**src/rtl/preempt_scheduler.sv**
```systemverilog
// preempt_scheduler
//   Emergency-vehicle preemption front end for the intersection phase
//   controller. Four approach requests are arbitrated round-robin; the winner
//   gets a fixed sequence of all-red clearance, green service and all-red
//   recovery while `emergency` holds the phase controller. A 1 s tick is
//   derived from sys_clk and all phase timing is counted in those ticks.
//
// Ports
//   sys_clk       in   system clock (all logic on the rising edge)
//   sys_rst       in   synchronous active-high reset
//   preempt_en    in   global preemption enable
//   preempt_req   in   [3:0] level requests: 0 east, 1 west, 2 south, 3 north
//   emergency     out  hold to the phase controller for the whole sequence
//   all_red       out  high during CLEAR and RECOVER
//   grant         out  [3:0] one-hot green grant, nonzero only in SERVE
//   busy          out  high whenever the sequencer is not idle
//   remain_time   out  [5:0] whole ticks left in the current phase
//   tick_1s       out  one-cycle pulse every TICK_DIV cycles
//   preempt_cnt   out  [7:0] completed/aborted sequences, saturating at 255
//   dbg_state     out  [1:0] current sequencer state for observation
module preempt_scheduler #(
    parameter int TICK_DIV     = 2500,
    parameter int CLEAR_TIME   = 5,
    parameter int SERVE_MIN    = 10,
    parameter int SERVE_MAX    = 30,
    parameter int RECOVER_TIME = 3
) (
    input  logic       sys_clk,
    input  logic       sys_rst,
    input  logic       preempt_en,
    input  logic [3:0] preempt_req,
    output logic       emergency,
    output logic       all_red,
    output logic [3:0] grant,
    output logic       busy,
    output logic [5:0] remain_time,
    output logic       tick_1s,
    output logic [7:0] preempt_cnt,
    output logic [1:0] dbg_state
);
    localparam int TW = (TICK_DIV > 1) ? $clog2(TICK_DIV) : 1;
    localparam logic [TW-1:0] C_TICK_LAST = TW'(TICK_DIV - 1);
    localparam logic [5:0] C_CLEAR   = 6'(CLEAR_TIME);
    localparam logic [5:0] C_MIN     = 6'(SERVE_MIN);
    localparam logic [5:0] C_MAX     = 6'(SERVE_MAX);
    localparam logic [5:0] C_RECOVER = 6'(RECOVER_TIME);

    typedef enum logic [1:0] {
        S_IDLE    = 2'd0,
        S_CLEAR   = 2'd1,
        S_SERVE   = 2'd2,
        S_RECOVER = 2'd3
    } state_t;

    state_t        r_state;
    logic [TW-1:0] r_tick_cnt;
    logic [1:0]    r_rr_ptr;
    logic [1:0]    r_winner;
    logic [5:0]    r_elapsed;
    logic [5:0]    r_remain;
    logic [3:0]    r_grant;
    logic          r_emergency;
    logic          r_all_red;
    logic          r_busy;
    logic [7:0]    r_cnt;

    state_t        w_state_nx;
    logic [TW-1:0] w_tick_nx;
    logic [1:0]    w_rr_nx;
    logic [1:0]    w_winner_nx;
    logic [5:0]    w_elapsed_nx;
    logic [5:0]    w_remain_nx;
    logic [3:0]    w_grant_nx;
    logic          w_emergency_nx;
    logic          w_all_red_nx;
    logic [7:0]    w_cnt_nx;
    logic          w_tick;
    logic          w_to_recover;
    logic [5:0]    w_elapsed_inc;
    logic          w_found;
    logic [1:0]    w_pick;

    assign w_tick        = (r_tick_cnt == C_TICK_LAST);
    assign w_elapsed_inc = r_elapsed + 6'd1;

    // Round-robin pick: first set request scanning upward from r_rr_ptr.
    always_comb begin
        logic [1:0] idx;
        w_found = 1'b0;
        w_pick  = r_rr_ptr;
        idx     = r_rr_ptr;
        for (int i = 0; i < 4; i++) begin
            idx = r_rr_ptr + 2'(i);
            if (!w_found && preempt_req[idx]) begin
                w_found = 1'b1;
                w_pick  = idx;
            end
        end
    end

    always_comb begin
        w_state_nx     = r_state;
        w_tick_nx      = w_tick ? '0 : r_tick_cnt + TW'(1);
        w_rr_nx        = r_rr_ptr;
        w_winner_nx    = r_winner;
        w_elapsed_nx   = r_elapsed;
        w_remain_nx    = r_remain;
        w_grant_nx     = r_grant;
        w_emergency_nx = r_emergency;
        w_all_red_nx   = r_all_red;
        w_cnt_nx       = r_cnt;
        w_to_recover   = 1'b0;

        case (r_state)
            S_IDLE: begin
                if (preempt_en && w_found) begin
                    w_state_nx     = S_CLEAR;
                    w_winner_nx    = w_pick;
                    // Restart the tick so every phase is a whole number of ticks.
                    w_tick_nx      = '0;
                    w_emergency_nx = 1'b1;
                    w_all_red_nx   = 1'b1;
                    w_grant_nx     = 4'b0000;
                    w_remain_nx    = C_CLEAR;
                end
            end
            S_CLEAR: begin
                if (!preempt_en) begin
                    w_to_recover = 1'b1;
                end else if (w_tick) begin
                    if (r_remain == 6'd1) begin
                        w_state_nx   = S_SERVE;
                        w_grant_nx   = 4'b0001 << r_winner;
                        w_all_red_nx = 1'b0;
                        w_elapsed_nx = 6'd0;
                        w_remain_nx  = C_MAX;
                    end else begin
                        w_remain_nx = r_remain - 6'd1;
                    end
                end
            end
            S_SERVE: begin
                if (!preempt_en) begin
                    w_to_recover = 1'b1;
                end else if (w_tick) begin
                    // Request is only honoured once the minimum green has run.
                    if ((w_elapsed_inc >= C_MIN && !preempt_req[r_winner]) ||
                        (w_elapsed_inc == C_MAX)) begin
                        w_to_recover = 1'b1;
                    end else begin
                        w_elapsed_nx = w_elapsed_inc;
                        w_remain_nx  = r_remain - 6'd1;
                    end
                end
            end
            S_RECOVER: begin
                if (w_tick) begin
                    if (r_remain == 6'd1) begin
                        w_state_nx     = S_IDLE;
                        w_emergency_nx = 1'b0;
                        w_all_red_nx   = 1'b0;
                        w_remain_nx    = 6'd0;
                        w_rr_nx        = r_winner + 2'd1;
                        w_cnt_nx       = (r_cnt != 8'hFF) ? r_cnt + 8'd1 : r_cnt;
                    end else begin
                        w_remain_nx = r_remain - 6'd1;
                    end
                end
            end
            default: w_state_nx = S_IDLE;
        endcase

        // Shared entry into RECOVER. On a tick-driven exit the counter wraps to
        // zero anyway, so forcing it here makes the enable-drop path identical.
        if (w_to_recover) begin
            w_state_nx   = S_RECOVER;
            w_grant_nx   = 4'b0000;
            w_all_red_nx = 1'b1;
            w_remain_nx  = C_RECOVER;
            w_tick_nx    = '0;
        end
    end

    always_ff @(posedge sys_clk) begin
        if (sys_rst) begin
            r_state     <= S_IDLE;
            r_tick_cnt  <= '0;
            r_rr_ptr    <= 2'd0;
            r_winner    <= 2'd0;
            r_elapsed   <= 6'd0;
            r_remain    <= 6'd0;
            r_grant     <= 4'b0000;
            r_emergency <= 1'b0;
            r_all_red   <= 1'b0;
            r_busy      <= 1'b0;
            r_cnt       <= 8'd0;
        end else begin
            r_state     <= w_state_nx;
            r_tick_cnt  <= w_tick_nx;
            r_rr_ptr    <= w_rr_nx;
            r_winner    <= w_winner_nx;
            r_elapsed   <= w_elapsed_nx;
            r_remain    <= w_remain_nx;
            r_grant     <= w_grant_nx;
            r_emergency <= w_emergency_nx;
            r_all_red   <= w_all_red_nx;
            r_busy      <= w_emergency_nx;
            r_cnt       <= w_cnt_nx;
        end
    end

    assign emergency   = r_emergency;
    assign all_red     = r_all_red;
    assign grant       = r_grant;
    assign busy        = r_busy;
    assign remain_time = r_remain;
    assign tick_1s     = w_tick;
    assign preempt_cnt = r_cnt;
    assign dbg_state   = r_state;

    a_grant_onehot: assert property (@(posedge sys_clk) disable iff (sys_rst)
        $onehot0(grant));
    a_grant_safe: assert property (@(posedge sys_clk) disable iff (sys_rst)
        (grant != 4'b0000) |-> (emergency && !all_red));
    a_busy_emerg: assert property (@(posedge sys_clk) disable iff (sys_rst)
        busy == emergency);
endmodule

```
**config.mk**
```make
export PLATFORM = sky130hd
export DESIGN_NAME = preempt_scheduler
export DESIGN_NICKNAME = d
export VERILOG_FILES = /design/src/rtl/preempt_scheduler.sv
export SDC_FILE = /design/constraint.sdc
export NUM_CORES = 1
export LEC_CHECK = 0
export CORE_ASPECT_RATIO = 0.9
export CORE_MARGIN = 4
export CORE_UTILIZATION = 40
export CTS_CLUSTER_DIAMETER = 200
export CTS_CLUSTER_SIZE = 40
export DETAILED_ROUTE_END_ITERATION = 16
export REMOVE_ABC_BUFFERS = 1
export SLEW_MARGIN = 20
export SYNTH_ARGS = -nofsm -noshare
export SYNTH_HDL_FRONTEND = slang
export SYNTH_SLANG_ARGS = --single-unit
```
**constraint.sdc**
```tcl
create_clock -name sys_clk -period 2.65 [get_ports sys_clk]
set_input_delay 0.53 -clock sys_clk [delete_from_list [all_inputs] [get_ports sys_clk]]
set_output_delay 0.53 -clock sys_clk [all_outputs]
set_load 0.1 [all_outputs]
```
# == Yosys cells after proc, flatten, opt, wreduce, memory -nomap -nowiden ==
# Cells that the tools add are included.
# word_totals
input_bits,7
out_inout_bits,24
ff_bits,44
# classes
order_cmp,6
n_eq_ne,25
n_mux,65
reduce_logical,26
addsub,8
shift,1
# ops
operator,count
$mux 6,15
$mux 12,3
$reduce_and 7->1,4
$ne 3x3->1 const B,9
$pmux 6 s4,1
$mux 2,11
$mux 1,20
$ne 2x2->1 const B,9
$mux 4,4
$lt 2x3->1 const B,5
$add 12x1->12 const B,1
$eq 12x12->1 const B,1
$pmux 6 s2,1
$bmux 1 s2,5
$add 8x1->8 const B,1
$ne 8x8->1 const B,1
$pmux 4 s2,1
$reduce_and 4->1,2
$add 6x1->6 const B,1
$eq 6x1->1 const B,1
$eq 6x5->1 const B,1
$ge 6x4->1 const B,1
$pmux 2 s3,1
$reduce_and 3->1,2
other kinds (17),30

# == Logic depth before layout (Yosys ltp) ==
# logic_depth
ltp_word,16
mapped_depth,9
ltp_nobuf,8

# == Worst setup path after synthesis ==
# OpenSTA, ideal clock, no wires.
# synth_timing
path_kind,register to register
start,reg r_tick_cnt[9]
end,"reg r_grant[0], in the netlist grant[0]"
setup_slack_ns,0.004
t_required_ns,2.517
setup_time_ns,0.133
arrival_time_ns,2.513
path_buffers,0
stages_incl_launch_ff,7
path_cell_list,dfxtp_1 > or4_4 > or3_1 > inv_1 > nand2_1 > o31ai_2 > nor2_1
# synth_via
elab_chain_len,5
# synth_lines
item,line_no,rtl
"start, declared",56,logic [TW-1:0] r_tick_cnt;
"start signal, assigned",199,r_tick_cnt <= w_tick_nx;
$eq 12x12->1 *,83,assign w_tick = (r_tick_cnt == C_TICK_LAST);
named net tick_1s,37,"output logic tick_1s,"
$mux 1,145,end else if (w_tick) begin
$mux 1,143,if (!preempt_en) begin
$pmux 1 s2,114,case (r_state)
$reduce_or 2->1 (no source line),-,
"end signal, assigned",204,r_grant <= w_grant_nx;
"end, declared",61,logic [3:0] r_grant;
# Mark *: on every way through the listed nets, which the timed path passes. The rest lies on a longest branch.
# A chain may end at the register's enable or synchronous reset.

# == Worst setup path after layout ==
# layout_timing
start,reg r_tick_cnt[9]
end,out tick_1s
# layout_via
elab_chain_len,1
# layout_lines
item,line_no
$eq 12x12->1,83
"end, declared",37
# No other way between the ends.

==> results.json <==
{
  "maxCapViolCount": 0,
  "placementRows": 28,
  "pwr-share-comb_pct": 29.1,
  "crit_arrival_ns": 2.04,
  "grt_pass1_vias": 2547,
  "firstDrtPassIters": 4,
  "switching_share_pct": 38.5,
  "vias": 2682,
  "ys_warn_count": 0,
  "holdPathStages": 1,
  "final_cell_count_no_fill": 480,
  "synth-seq-cells": 44,
  "dp_cells": 472,
  "period_share_pct": 97.1,
  "rsz0062_at_grt": "no",
  "cp-start-kind": "flip-flop",
  "wl_mm": 7.10,
  "holdWs_ns": 0.462,
  "htree_levels": 2,
  "clock_latency_ns": 0.31,
  "pin_count": 31,
  "ctsResizeCount": 0,
  "netlist_instances": 351,
  "min_period_ns": 2.57,
  "drtIter0Drc": 116,
  "post_drt_wl_per_cell_um": 14.8,
  "yosys.area.top_type": "dfxtp_1",
  "cts_sinks": 44,
  "crit_fanout": 5,
  "synth_most_common_cell": "dfxtp_1",
  "grt.overflow.total": 0,
  "dp_hpwl_mm": 5.35,
  "vias_per_cell": 5.59,
  "cts.clk_slew.worst_paths_ns": 0.10,
  "numCtsBuffers": 5,
  "syn_area_per_cell_um2": 8.03,
  "required_ns": 2.12,
  "crit_path_end_kind": "primary output",
  "reg2reg_to": "dbg_state[1]",
  "drv_slew": 0,
  "setup_viol": 0,
  "yosysSeqAreaShare_pct": 31.2,
  "core_um2": 6730,
  "syn_to_final_growth_pct": 18.7,
  "post_cts.repair.setup_buffers": 0,
  "drc": 0,
  "track_usage_pct": 18.2,
  "fin_skew_ns": 0.0138,
  "syn-cell-area_um2": 2820,
  "initial_core_util_pct": 41.9,
  "status": "finished, final reports clean",
  "antenna_found_initial": 0,
  "grt_max_degree": 22,
  "power.switching_w": 0.000640,
  "synth_edf_count": 0,
  "grt_pass1_wl_mm": 12.3,
  "nets": 410,
  "rr_worst_depth": 8,
  "hold_start": "r_tick_cnt[0]",
  "chipHeight_um": 87.7,
  "cts-root-buf": "clkbuf_8",
  "cts_tree": "built",
  "crit_type": "flip-flop to primary output",
  "synth-main-ff-cell": "dfxtp_1",
  "rrSetupSlack_ns": 0.25,
  "clockPowerShare_pct": 27.7,
  "hold_viol": 0,
  "ys_async_sr_fraction_pct": 0,
  "min_path_type": "flip-flop to flip-flop",
  "diodes": 0,
  "p_leak_nw": 1.31,
  "slew-limit-headroom_pct": 53.3,
  "synth_area_leaders": "dfxtp_1, ha_1, nor2_1",
  "die_area_um2": 8460,
  "ir_drop_uv": 210,
  "powerDensity_nw_per_um2": 497,
  "drive_above_1_share_pct": 15.9,
  "synth_common_cells": "dfxtp_1, nor2_1, a21oi_1",
  "clockBufferDepth": 2,
  "numPortBuffers": 30,
  "min_to": "r_tick_cnt[0]",
  "yosysTopAreaCellShare_pct": 31.2,
  "finalWeightedCongestion": 0.860,
  "fp.dieW_um": 96.5,
  "tightestPinTransition_ns": 0.700,
  "r2r-start": "r_elapsed[1]",
  "power_frac_seq_pct": 43.2,
  "p_int_w": 0.00102,
  "yosysUniqueCellTypes": 66,
  "ant_nets": 0,
  "fmax_mhz": 388
}
==> routing by layer <==
layer / vias up / track usage, % / routed length [um]
li1: 1354 / - / -
met1: 1256 / 26.1 / 3620
met2: 66 / 27.9 / 3050
met3: 6 / 3.52 / 357
met4: 0 / 4.97 / 82
met5: - / 0 / 0
==> critical path: stages (launching register included) <==
cell and delay (ns):
dfxtp_1 0.37, or4_4 0.58, or3_1 0.38, inv_1 0.20, buf_12 0.21
==> flip-flops by register name, summed over array words and instances, names as in the netlist <==
register     cells
r_elapsed        6
remain_time      6
preempt_cnt      8
all_red          1
r_rr_ptr         2
grant            4
busy             1
r_tick_cnt      12
r_winner         2
dbg_state        2
==> area by class of cell <==
class                   instances  area (um^2)
fillers                       674         3380
multi-input cells             265         1770
flip-flops and latches         44          881
repair buffers                 49          395
well taps                      90          113
inverters                      24         90.1
clock buffers                   5         68.8
clock inverters                 3         26.3
==> through the flow <==
stage          instance area, um^2   TNS, ns  setup WS [ns]  utilization [%]  total power [W]
2_1_floorplan                 2750   -0.0572        -0.0572                -          0.00108
3_3_place_gp                  3250         0         0.0419             48.4          0.00122
3_5_place_dp                  3250  -0.00385       -0.00385             48.4          0.00122
4_1_cts                       3350         0         0.0709             49.8          0.00168
5_1_grt                       3350         0        0.00190             49.8          0.00176
6_report                      3350         0         0.0756             49.8          0.00166
==> cell families after synthesis <==
group	synth area share [%]
AND/OR/NAND/NOR	25.3
multiplexers	2.93
adder cells (fa/ha/maj)	6.21
flip-flops	31.2
buffers and inverters	5.86
XOR/XNOR	6.21
AO/OA/AOI/OAI	22.3
==> worst max-delay path by stage <==
stage | startpoint | endpoint | cells past startpoint
6_report | r_tick_cnt[9] | tick_1s | 4
2_1_floorplan | dbg_state[1] | r_elapsed[3] | 7
3_5_place_dp | preempt_req[0] | remain_time[2] | 7
5_1_grt | r_tick_cnt[0] | tick_1s | 5
4_1_cts | r_tick_cnt[9] | tick_1s | 4
3_3_place_gp | preempt_req[0] | remain_time[3] | 6
==> cells in the final DEF (no fill, tap or decap), drive strengths merged, types with 8 or more instances in the layout <==
| cell type | Yosys | layout |
|---|---|---|
| a211oi | 8 | 8 |
| a21oi | 26 | 26 |
| and3 | 8 | 8 |
| buf | 5 | 43 |
| dfxtp | 44 | 44 |
| ha | 14 | 14 |
| inv | 24 | 26 |
| nand2 | 17 | 17 |
| nand3 | 15 | 15 |
| nor2 | 43 | 43 |
| o21ai | 14 | 14 |
| xnor2 | 10 | 10 |
| xor2 | 10 | 10 |
==> repair_timing <==
| action | CTS | global route |
|---|---|---|
| setup endpoints to repair | 0 | 1 |
| hold endpoints to repair | 0 | 0 |
| hold buffers | 0 | 0 |
==> power by group through the flow <==
stage | sequential (W) | combinational [W] | clock (W)
after floorplan | 0.000882 | 0.000194 | 0
after global placement | 0.000734 | 0.000482 | 0
after detailed placement | 0.000735 | 0.000484 | 0
after CTS | 0.000719 | 0.000485 | 0.000474
after global routing | 0.000725 | 0.000527 | 0.000505
final | 0.000719 | 0.000484 | 0.000460
(Power assumes the default switching activity.)
